### config.mk
export PLATFORM = sky130hd
export DESIGN_NAME = sr_core_flat
export DESIGN_NICKNAME = d
export VERILOG_FILES = /design/src/rtl/sr_pkg.sv /design/src/rtl/sr_if.sv /design/src/rtl/sr_alu.sv /design/src/rtl/sr_core.sv /design/src/flat_wrapper.sv
export SDC_FILE = /design/constraint.sdc
export NUM_CORES = 1
export LEC_CHECK = 0
export CORE_MARGIN = 10
export CORE_UTILIZATION = 56
export DETAILED_ROUTE_END_ITERATION = 12
export GPL_ROUTABILITY_DRIVEN = 0
export PLACE_DENSITY = 0.78
export SETUP_SLACK_MARGIN = 0.2
export SKIP_LAST_GASP = 1
export SYNTH_ARGS = -nofsm -noshare
export SYNTH_HDL_FRONTEND = slang
export SYNTH_SLANG_ARGS = --single-unit
### constraint.sdc
create_clock -name clk -period 2.85 [get_ports clk]
set_input_delay 0.57 -clock clk [delete_from_list [all_inputs] [get_ports clk]]
set_output_delay 0.57 -clock clk [all_outputs]
set_load 0.05 [all_outputs]
### src/rtl/sr_pkg.sv
// ---------------------------------------------------------------------------
// sr_pkg : opcodes, FSM state codes and instruction field positions for sr_core
// Revision: 1.0
// ---------------------------------------------------------------------------
`default_nettype none

package sr_pkg;

  typedef enum logic [2:0] {
    OP_HALT = 3'd0,
    OP_MOVI = 3'd1,
    OP_MOV  = 3'd2,
    OP_ADD  = 3'd3,
    OP_SUB  = 3'd4,
    OP_AND  = 3'd5,
    OP_BNZ  = 3'd6,
    OP_OUT  = 3'd7
  } op_e;

  localparam logic [2:0] S_IDLE   = 3'd0;
  localparam logic [2:0] S_FETCH  = 3'd1;
  localparam logic [2:0] S_LOAD   = 3'd2;
  localparam logic [2:0] S_DECODE = 3'd3;
  localparam logic [2:0] S_EXEC   = 3'd4;
  localparam logic [2:0] S_HALT   = 3'd5;

  localparam int OP_LSB   = 13;
  localparam int RD_LSB   = 10;
  localparam int RS_LSB   = 7;
  localparam int RT_LSB   = 4;
  localparam int OP_W     = 3;
  localparam int REG_W    = 3;
  localparam int IMM_W    = 8;
  localparam int NUM_REGS = 8;

endpackage

`default_nettype wire

### src/rtl/sr_if.sv
// ---------------------------------------------------------------------------
// sr_if : control, instruction-memory and result signals of sr_core
// Revision: 1.0
// ---------------------------------------------------------------------------
`default_nettype none

interface sr_if #(
  parameter int DATA_W = 16,
  parameter int PC_W   = 8
);
  logic              start;
  logic [PC_W-1:0]   start_pc;
  logic [PC_W-1:0]   imem_addr;
  logic              imem_re;
  logic [15:0]       imem_rdata;
  logic [DATA_W-1:0] out;
  logic              out_valid;
  logic [2:0]        flags;
  logic              busy;
  logic              halted;

  modport master (
    output start, start_pc, imem_rdata,
    input  imem_addr, imem_re, out, out_valid, flags, busy, halted
  );

  modport slave (
    input  start, start_pc, imem_rdata,
    output imem_addr, imem_re, out, out_valid, flags, busy, halted
  );
endinterface

`default_nettype wire

### src/rtl/sr_alu.sv
// ---------------------------------------------------------------------------
// sr_alu : combinational ADD/SUB/AND with {Z,N,V} flags
// Revision: 1.0
// ---------------------------------------------------------------------------
`default_nettype none

module sr_alu
  import sr_pkg::*;
#(
  parameter int DATA_W = 16
) (
  input  logic [DATA_W-1:0] a,
  input  logic [DATA_W-1:0] b,
  input  op_e               op,
  output logic [DATA_W-1:0] result,
  output logic [2:0]        znv
);

  localparam int MSB = DATA_W - 1;

  logic ovf;

  // Overflow: operands effectively of equal sign but result sign differs
  always_comb begin
    result = a & b;
    ovf    = 1'b0;
    case (op)
      OP_ADD: begin
        result = a + b;
        ovf    = (a[MSB] == b[MSB]) && (result[MSB] != a[MSB]);
      end
      OP_SUB: begin
        result = a - b;
        ovf    = (a[MSB] != b[MSB]) && (result[MSB] != a[MSB]);
      end
      default: ;
    endcase
  end

  assign znv = {(result == '0), result[MSB], ovf};

endmodule

`default_nettype wire

### src/rtl/sr_core.sv
// ---------------------------------------------------------------------------
// sr_core : multi-cycle 8-register RISC core, FETCH/LOAD/DECODE/EXEC per instruction
// Revision: 1.0
// ---------------------------------------------------------------------------
`default_nettype none

module sr_core
  import sr_pkg::*;
#(
  parameter int DATA_W = 16,
  parameter int PC_W   = 8
) (
  input  logic clk,
  input  logic rst,
  sr_if.slave  bus
);

  logic [2:0]        state;
  logic [PC_W-1:0]   pc;
  logic [15:0]       ir;
  logic [DATA_W-1:0] regs [NUM_REGS];
  logic [DATA_W-1:0] opa;
  logic [DATA_W-1:0] opb;
  logic [DATA_W-1:0] opc;
  logic [DATA_W-1:0] out_q;
  logic              out_valid_q;
  logic [2:0]        flags_q;

  op_e               op;
  logic [REG_W-1:0]  rd;
  logic [REG_W-1:0]  rs;
  logic [REG_W-1:0]  rt;
  logic [IMM_W-1:0]  imm8;
  logic [DATA_W-1:0] alu_res;
  logic [2:0]        alu_znv;

  assign op   = op_e'(ir[OP_LSB +: OP_W]);
  assign rd   = ir[RD_LSB +: REG_W];
  assign rs   = ir[RS_LSB +: REG_W];
  assign rt   = ir[RT_LSB +: REG_W];
  assign imm8 = ir[IMM_W-1:0];

  sr_alu #(.DATA_W(DATA_W)) u_alu (
    .a      (opa),
    .b      (opb),
    .op     (op),
    .result (alu_res),
    .znv    (alu_znv)
  );

  always_ff @(posedge clk) begin
    if (rst) begin
      state       <= S_IDLE;
      pc          <= '0;
      ir          <= '0;
      opa         <= '0;
      opb         <= '0;
      opc         <= '0;
      out_q       <= '0;
      out_valid_q <= 1'b0;
      flags_q     <= '0;
      for (int i = 0; i < NUM_REGS; i++) begin
        regs[i] <= '0;
      end
    end else begin
      out_valid_q <= 1'b0;
      case (state)
        S_IDLE, S_HALT: begin
          if (bus.start) begin
            pc    <= bus.start_pc;
            state <= S_FETCH;
          end
        end
        S_FETCH: state <= S_LOAD;
        S_LOAD: begin
          ir    <= bus.imem_rdata;
          pc    <= pc + PC_W'(1);
          state <= S_DECODE;
        end
        S_DECODE: begin
          opa   <= regs[rs];
          opb   <= regs[rt];
          opc   <= regs[rd];
          state <= S_EXEC;
        end
        S_EXEC: begin
          state <= (op == OP_HALT) ? S_HALT : S_FETCH;
          case (op)
            OP_MOVI: regs[rd] <= DATA_W'(imm8);
            OP_MOV:  regs[rd] <= opa;
            OP_ADD, OP_SUB, OP_AND: begin
              regs[rd] <= alu_res;
              flags_q  <= alu_znv;
            end
            // A taken branch replaces the pc+1 already applied in LOAD
            OP_BNZ: if (opc != '0) pc <= PC_W'(imm8);
            OP_OUT: begin
              out_q       <= opa;
              out_valid_q <= 1'b1;
            end
            default: ;
          endcase
        end
        default: state <= S_IDLE;
      endcase
    end
  end

  assign bus.imem_addr = pc;
  assign bus.imem_re   = (state == S_FETCH);
  assign bus.busy      = (state == S_FETCH) || (state == S_LOAD) ||
                         (state == S_DECODE) || (state == S_EXEC);
  assign bus.halted    = (state == S_HALT);
  assign bus.out       = out_q;
  assign bus.out_valid = out_valid_q;
  assign bus.flags     = flags_q;

endmodule

`default_nettype wire

### src/flat_wrapper.sv
// flat-port wrapper written by rule: the top's interface ports become plain ports
module sr_core_flat import sr_pkg::*;
#(
  parameter int DATA_W = 16,
  parameter int PC_W   = 8
)
  (clk, rst, bus_start, bus_start_pc, bus_imem_rdata, bus_imem_addr, bus_imem_re, bus_out, bus_out_valid, bus_flags, bus_busy, bus_halted);
  sr_if #(.DATA_W(DATA_W), .PC_W(PC_W)) bus_i ();
  input  logic clk;
  input  logic rst;
  input wire logic [$bits(bus_i.start)-1:0] bus_start;
  input wire logic [$bits(bus_i.start_pc)-1:0] bus_start_pc;
  input wire logic [$bits(bus_i.imem_rdata)-1:0] bus_imem_rdata;
  output wire logic [$bits(bus_i.imem_addr)-1:0] bus_imem_addr;
  output wire logic [$bits(bus_i.imem_re)-1:0] bus_imem_re;
  output wire logic [$bits(bus_i.out)-1:0] bus_out;
  output wire logic [$bits(bus_i.out_valid)-1:0] bus_out_valid;
  output wire logic [$bits(bus_i.flags)-1:0] bus_flags;
  output wire logic [$bits(bus_i.busy)-1:0] bus_busy;
  output wire logic [$bits(bus_i.halted)-1:0] bus_halted;
  assign bus_i.start = bus_start;
  assign bus_i.start_pc = bus_start_pc;
  assign bus_i.imem_rdata = bus_imem_rdata;
  assign bus_imem_addr = bus_i.imem_addr;
  assign bus_imem_re = bus_i.imem_re;
  assign bus_out = bus_i.out;
  assign bus_out_valid = bus_i.out_valid;
  assign bus_flags = bus_i.flags;
  assign bus_busy = bus_i.busy;
  assign bus_halted = bus_i.halted;
  sr_core #(.DATA_W(DATA_W), .PC_W(PC_W)) u_core (.clk(clk), .rst(rst), .bus(bus_i));
endmodule
==> summary.txt <==
Placement
  – Place WS: -0.228 ns
  – Post-DP HPWL: 27800 um
  – I/O Buffers: 57
  – Placed Cells: 1666
  – Placed cell areas: 0.0151 mm2

Synth
  – Mapped Area: 0.0132 mm2
  – Biggest area consumer among synthesized cells: edfxtp_1
  – Main synth FF type: edfxtp_1
  – Mapped Cells: 1244
  – Warnings, synthesis: 0
  – Largest cells by area after synthesis: edfxtp_1, mux4_2, dfxtp_1
  – Number of synthesized register bits: 223
  – Synth Area in Simple Gates: 0.152
  – Synth Area in Compound Gates: 0.132
  – Post-synth cell types: 74
  – Adder-Cell Fraction of Synth Area: 0.0344
  – Top-area cell type share of the netlist area: 0.292
  – Largest family of logic cells by synthesized area: multiplexers
  – Post-synthesis mux area share: 0.205
  – Xor/xnor share of the synthesized area: 0.00199
  – Mean Syn Cell Area: 10.6 um2
  – Async set-reset flop share out of synthesis: 0
  – Post-synth EDFFs: 128
  – Register area share after synthesis: 0.436
  – Synth Net Count: 1306

Detailed routing
  – Drt pass-1 iters: 5
  – DRC Markers: 0
  – Via count: 11500
  – WL/cell: 24.1 um
  – DRT antenna net count: 0
  – Drt via density: 6.67
  – Initial drt markers: 1401
  – Final WL: 41600 um

GRT
  – Gr usage total: 0.260
  – Grt total ovfl: 0
  – Initial antenna violation count: 0
  – Largest net degree at the start of global routing: 57
  – First-pass GRT wire length: 62500 um
  – Vias in the first global route: 11000

Clock network
  – Clock Root Buffer: clkbuf_16
  – Clk sinks: 223
  – TritonCTS Buffers: 25
  – Skew-Pair Late Insertion Delay: 0.55 ns
  – CTS tree: built
  – Htree depth: 1
  – CTS max path bufs: 3
  – Hold Buf Count CTS: 0
  – Worst-path clk slew: 0.06 ns

STA
  – Worst Skew: 0.0175 ns
  – RSZ-0062 raised after global routing: yes
  – Final Hold Viols: 0
  – Final Cycle Share: 1.07
  – Period minus WS final: 3.05 ns
  – PnR worst setup slack: -0.203 ns
  – Final setup vio count: 65
  – Normalized max-slew margin: 0.333
  – Slew @ Worst Pin: 1.00 ns
  – Final number of max-transition violations: 0
  – Maximum clock rate: 328 MHz

Critical path
  – Crit path max fanout: 8
  – CP endpoint kind: flip-flop
  – R2R Setup Slk: -0.20 ns
  – WP data arrival: 3.46 ns
  – Startpoint Class: flip-flop
  – Reg2reg start: u_core.opa[0]$_SDFFE_PP0P_
  – Crit Path Category: flip-flop to flip-flop
  – Worst reg2reg path depth: 15
  – R2r endpoint: u_core.regs[4][12]$_SDFFCE_PN0P_
  – Req. time, crit path: 3.25 ns

Die
  – Die height: 173 um
  – Initial Util: 0.565
  – # rows: 56
  – Core outline area: 0.0233 mm2
  – # IOs: 58
  – Die footprint: 0.0301 mm2
  – Die X-Extent: 173 um

Final layout
  – Final net count: 1451
  – Fillcell total: 1482
  – Final cell count without fillers: 1727
  – Post-route cell area: 0.0168 mm2
  – Area grow syn2layout: 27.3%
  – Layout cells sized above 1: 0.322
  – N_diodes: 0

Worst hold path
  – Worst Hold Endpoint: u_core.bus.out[0]$_SDFFE_PP0P_
  – Hold Path Class: flip-flop to flip-flop
  – Hold depth: 2
  – Hold_sp: u_core.bus.out[0]$_SDFFE_PP0P_

Pwr
  – Leakage power: 0.00569 uW
  – PD cells: 512 mW/mm2
  – VDD IR-drop max: 0.490 mV

Run status
  – Failing checks: negative setup slack
  – Outcome: finished with violations

Job
  – Max cap viols: 0
==> cell usage after synthesis, types with 7 or more instances <==
cell type  instances
nor2_1           240
edfxtp_1         128
nand2_1          117
mux4_2            96
dfxtp_1           95
a21oi_1           71
clkbuf_1          65
a211oi_1          57
mux2i_1           52
ha_1              33
inv_1             27
o21ai_0           21
nand2b_1          20
nor2b_1           15
nor3_1            15
buf_1             13
a22oi_1           12
buf_2             12
nand3_1           12
o211ai_1           8
a221o_1            7
a31oi_1            7
and3_1             7
o21ai_1            7
==> kinds of logic (layout without fill, tap and decap cells) <==
group	Yosys count	in the layout
and+or+nand+nor	462	462
AOI/OAI and AO/OA	250	250
DFF	223	223
muxes	149	149
buffers and inverters	122	286
adders and majority gates	35	35
xor gates and xnor gates	3	3
==> placed cells by master, fill, tap and decap left out, types with 8 or more instances in the layout <==
master,Yosys,routed
clkbuf_16,0,25
ha_4,0,9
nor3_1,15,13
dfxtp_1,95,82
buf_4,2,129
ha_1,33,20
nand3_1,12,10
mux2i_1,52,52
nor2_4,1,28
a22oi_1,12,9
nand2_1,117,115
mux4_2,96,96
clkdlybuf4s50_1,0,53
nor2_1,240,183
nor2b_1,15,11
a21oi_1,71,64
o21ai_0,21,19
buf_6,3,16
o211ai_1,8,8
a211oi_1,57,52
nor2_2,0,30
nand2b_1,20,19
buf_12,0,12
edfxtp_1,128,128
inv_1,27,24
==> critical path: stages, from the launching register on <==
cell and delay, ns:
dfxtp_4 0.37, inv_4 0.04, ha_4 0.15, fa_2 0.33, nand2b_4 0.15, a211o_1 0.33
buf_6 0.13, buf_6 0.11, buf_6 0.11, a211oi_4 0.28, a211o_1 0.19, nor4b_4 0.19
o21bai_4 0.18, a22oi_2 0.07, buf_6 0.17, nor2_2 0.09
==> through the flow <==
stage	setup TNS, ns	utilization	hold WS [ns]	power, uW
3_5_place_dp	-5.71	0.645	0.446	5100
6_report	-6.93	0.719	0.452	8590
5_1_grt	-12.69	0.719	0.471	8820
4_1_cts	-3.53	0.696	0.455	8470
2_1_floorplan	0	-	0.450	4590
3_3_place_gp	-1.87	0.645	0.443	5060
==> worst max-delay path by stage <==
stage	start	end	slack, ns
after CTS	u_core.opa[0]$_SDFFE_PP0P_	u_core.regs[5][14]$_SDFFCE_PN0P_	-0.16
final	u_core.opa[0]$_SDFFE_PP0P_	u_core.regs[4][12]$_SDFFCE_PN0P_	-0.20
after floorplan	u_core.opa[0]$_SDFFE_PP0P_	u_core.regs[0][14]$_SDFFCE_PN0P_	0.002
after global routing	u_core.opa[0]$_SDFFE_PP0P_	u_core.regs[4][12]$_SDFFCE_PN0P_	-0.29
after detailed placement	u_core.opb[0]$_SDFFE_PP0P_	u_core.regs[0][14]$_SDFFCE_PN0P_	-0.23
after global placement	u_core.opb[0]$_SDFFE_PP0P_	u_core.regs[7][14]$_SDFFCE_PN0P_	-0.13
==> area by class of cell <==
| class | count | area (um2) | share of cell area |
|---|---|---|---|
| Sequential cell | 223 | 5780 | 0.344 |
| Clock buffer | 33 | 686 | 0.0409 |
| Clock inverter | 13 | 160 | 0.00955 |
| Tap cell | 319 | 399 | 0.0238 |
| Inverter | 27 | 104 | 0.00619 |
| Multi-Input combinational cell | 899 | 7700 | 0.459 |
| Timing Repair Buffer | 213 | 1950 | 0.116 |
==> report_power, final <==
group | switching (uW) | leakage [uW] | internal [uW] | total [uW]
logic | 864 | 0.00317 | 736 | 1600
registers | 138 | 0.00210 | 3520 | 3650
clock network | 1360 | 0.000419 | 1980 | 3330
==> sequential cells by signal (all words and copies together), names as in the netlist <==
register	count
u_core.opc	16
u_core.regs	128
u_core.opa	16
u_core.bus.out	16
u_core.ir	16
u_core.bus.out_valid	1
u_core.bus.imem_addr	8
u_core.bus.flags	3
u_core.state	3
u_core.opb	16
==> timing repair <==
action / 4_1_cts / 5_1_grt
buffers inserted: 9 / 6
pin swaps: 29 / 35
resized for setup: 69 / 115
setup endpoints to repair: 110 / 93
==> routing by layer <==
metal	track usage	up-vias	part of all wire
li1	-	4962	-
met1	0.327	5632	0.35
met2	0.437	788	0.49
met3	0.0516	143	0.12
met4	0.0923	0	0.042
met5	0	-	0
(Power assumes the default switching activity.)
==> patch: new RTL, same flow settings <==
Set the package constant `RT_LSB` to 5 (it was 4).
--- a/src/rtl/sr_pkg.sv
+++ b/src/rtl/sr_pkg.sv
@@ -27,7 +27,7 @@
   localparam int OP_LSB   = 13;
   localparam int RD_LSB   = 10;
   localparam int RS_LSB   = 7;
-  localparam int RT_LSB   = 4;
+  localparam int RT_LSB   = 5;
   localparam int OP_W     = 3;
   localparam int REG_W    = 3;
   localparam int IMM_W    = 8;
Check against the original RTL: same outputs for any inputs over 4 cycles, from zero or initial values and one cycle with rst high; that may be too few to reach the edited logic, so the function may still have changed.
==> patch against the original RTL <==
- the run still ends with negative setup slack left
- power decreased by 3.9%
- critical path type unchanged
- critical path depth decreased by 2
- synthesized area decreased by 0.71%
- worst setup slack improved by 0.087 ns
- design area decreased by 2.0%
- global-route usage decreased by 1.5 points
- wire length decreased by 6.3%
- largest power group unchanged
- highest routed layer unchanged
- sequential cell count unchanged
- clock power decreased by 9.3%
==> patch: results (changes against the original RTL) <==
Synth cell types=79 (+6.8%); setup ws final=-0.116 ns (+0.0872 ns); iteration-0 DRC count of the detailed router=1475 (+5.3%); most common library cells after synthesis=nor2_1, edfxtp_1, nand2_1; vias in the first global route=10700 (-2.8%); worst clock skew=0.0195 ns (+0.00200 ns); worst slew pin tran=0.997 ns (-0.00296 ns); pre-CTS WS=-0.211 ns (+0.0174 ns); failing checks=negative setup slack; worst path arrival time=3.26 ns (-0.20 ns); DR WL/cell=23.0 um (-4.5%); Clock transition at path regs=0.06 ns (about the same); Non-Filler Instances=1694 (-1.9%); layout cell share with drive strength beyond 1=30.8% (-1.5 points); worst vdd ir=0.000384 V (-22%); post-DP HPWL=26000 um (-6.4%); 1st-pass router iterations=6 (+1); outcome=finished, violations left; nets=1425 (-1.8%); vias per inst=6.55 (-1.8%); IO buf count=57 (unchanged); first-pass GRT wire length=59600 um (-4.6%); largest net degree at the start of global routing=87 (+53%); EDFF count, synth=128 (unchanged); Post-Syn Nets=1275 (-2.4%); Main synth FF type=edfxtp_1; Overall Global Routing Usage=24.5% (-1.5 points); final setup fails=57 (-12%); Cells after DPL=1625 (-2.5%); synth top area cells=edfxtp_1, mux4_2, dfxtp_1; syn_area_per_cell=10.8 um^2 (+1.8%); LEAKAGE=0.00562 uW (-1.2%); H-tree depth=1 (unchanged); Seq/Total Area, Yosys=43.9% (+0.31 points)
==> patch: cell families after synthesis <==
| family | share of synthesized area [%] |
|---|---|
| simple gates | 14.4 |
| compound gates | 13.5 |
| flops | 43.9 |
| mux | 20.6 |
| buf+inv | 3.87 |
| fa+ha+maj | 3.46 |
| xor+xnor | 0.201 |
==> patch: worst paths after layout <==
kind              cells past startpoint                          endpoint                            from  slack [ns]
setup reg to reg                     13  u_core.regs[2][14]$_SDFFCE_PN0P_      u_core.opa[0]$_SDFFE_PP0P_       -0.12
hold / removal                        2    u_core.bus.out[5]$_SDFFE_PP0P_  u_core.bus.out[5]$_SDFFE_PP0P_        0.45
hold reg to reg                       2    u_core.bus.out[5]$_SDFFE_PP0P_  u_core.bus.out[5]$_SDFFE_PP0P_        0.45
setup / recovery                     13  u_core.regs[2][14]$_SDFFCE_PN0P_      u_core.opa[0]$_SDFFE_PP0P_       -0.12
==> patch: timing repair <==
action / in CTS / in global routing
hold buffers: 0 / 0
resized for setup: 78 / 73
setup buffers: 13 / 11
setup endpoints to repair: 102 / 107
pin swaps: 37 / 26
==> patch: critical path, cell delays in order (launching register included) <==
cell,delay [ns]
dfxtp_2,0.35
inv_2,0.05
ha_4,0.15
fa_2,0.33
nand3b_1,0.19
and3_4,0.21
o41ai_4,0.30
and2_4,0.23
a211oi_2,0.06
a211o_1,0.25
o21ai_2,0.21
a2bb2oi_4,0.19
buf_12,0.15
nor2_2,0.04
==> patch: through the flow <==
stage	util (%)	total power [uW]	cell area [um^2]	TNS, ns
floorplan	-	4580	13200	0
global placement	65.3	5030	14900	-0.976
detailed placement	65.3	5070	14900	-2.92
CTS	70.4	8120	16000	-0.751
global route	72.1	8500	16400	-8.64
finish	72.1	8260	16400	-2.91
==> patch: layout make-up <==
class | count | area (um^2)
timing repair buffer | 217 | 1950
sequential | 223 | 5770
multi-input combinational | 864 | 7430
fill | 1479 | 6350
clock inverter | 14 | 91.3
inverter | 32 | 120
tap | 313 | 392
clock buffer | 31 | 678
==> patch: routing by layer <==
layer | GRT usage [%] | wire length, um | vias up
met5 | 0 | 0 | -
met4 | 8.19 | 1680 | 0
met3 | 4.47 | 4380 | 147
met2 | 41.2 | 18800 | 786
met1 | 31.3 | 14100 | 5303
li1 | - | - | 4863
==> patch: power breakdown <==
part	switching, uW	internal [uW]	total (uW)
clock	1320	1700	3020
sequential	135	3520	3650
combinational	832	752	1580
total	2290	5970	8260
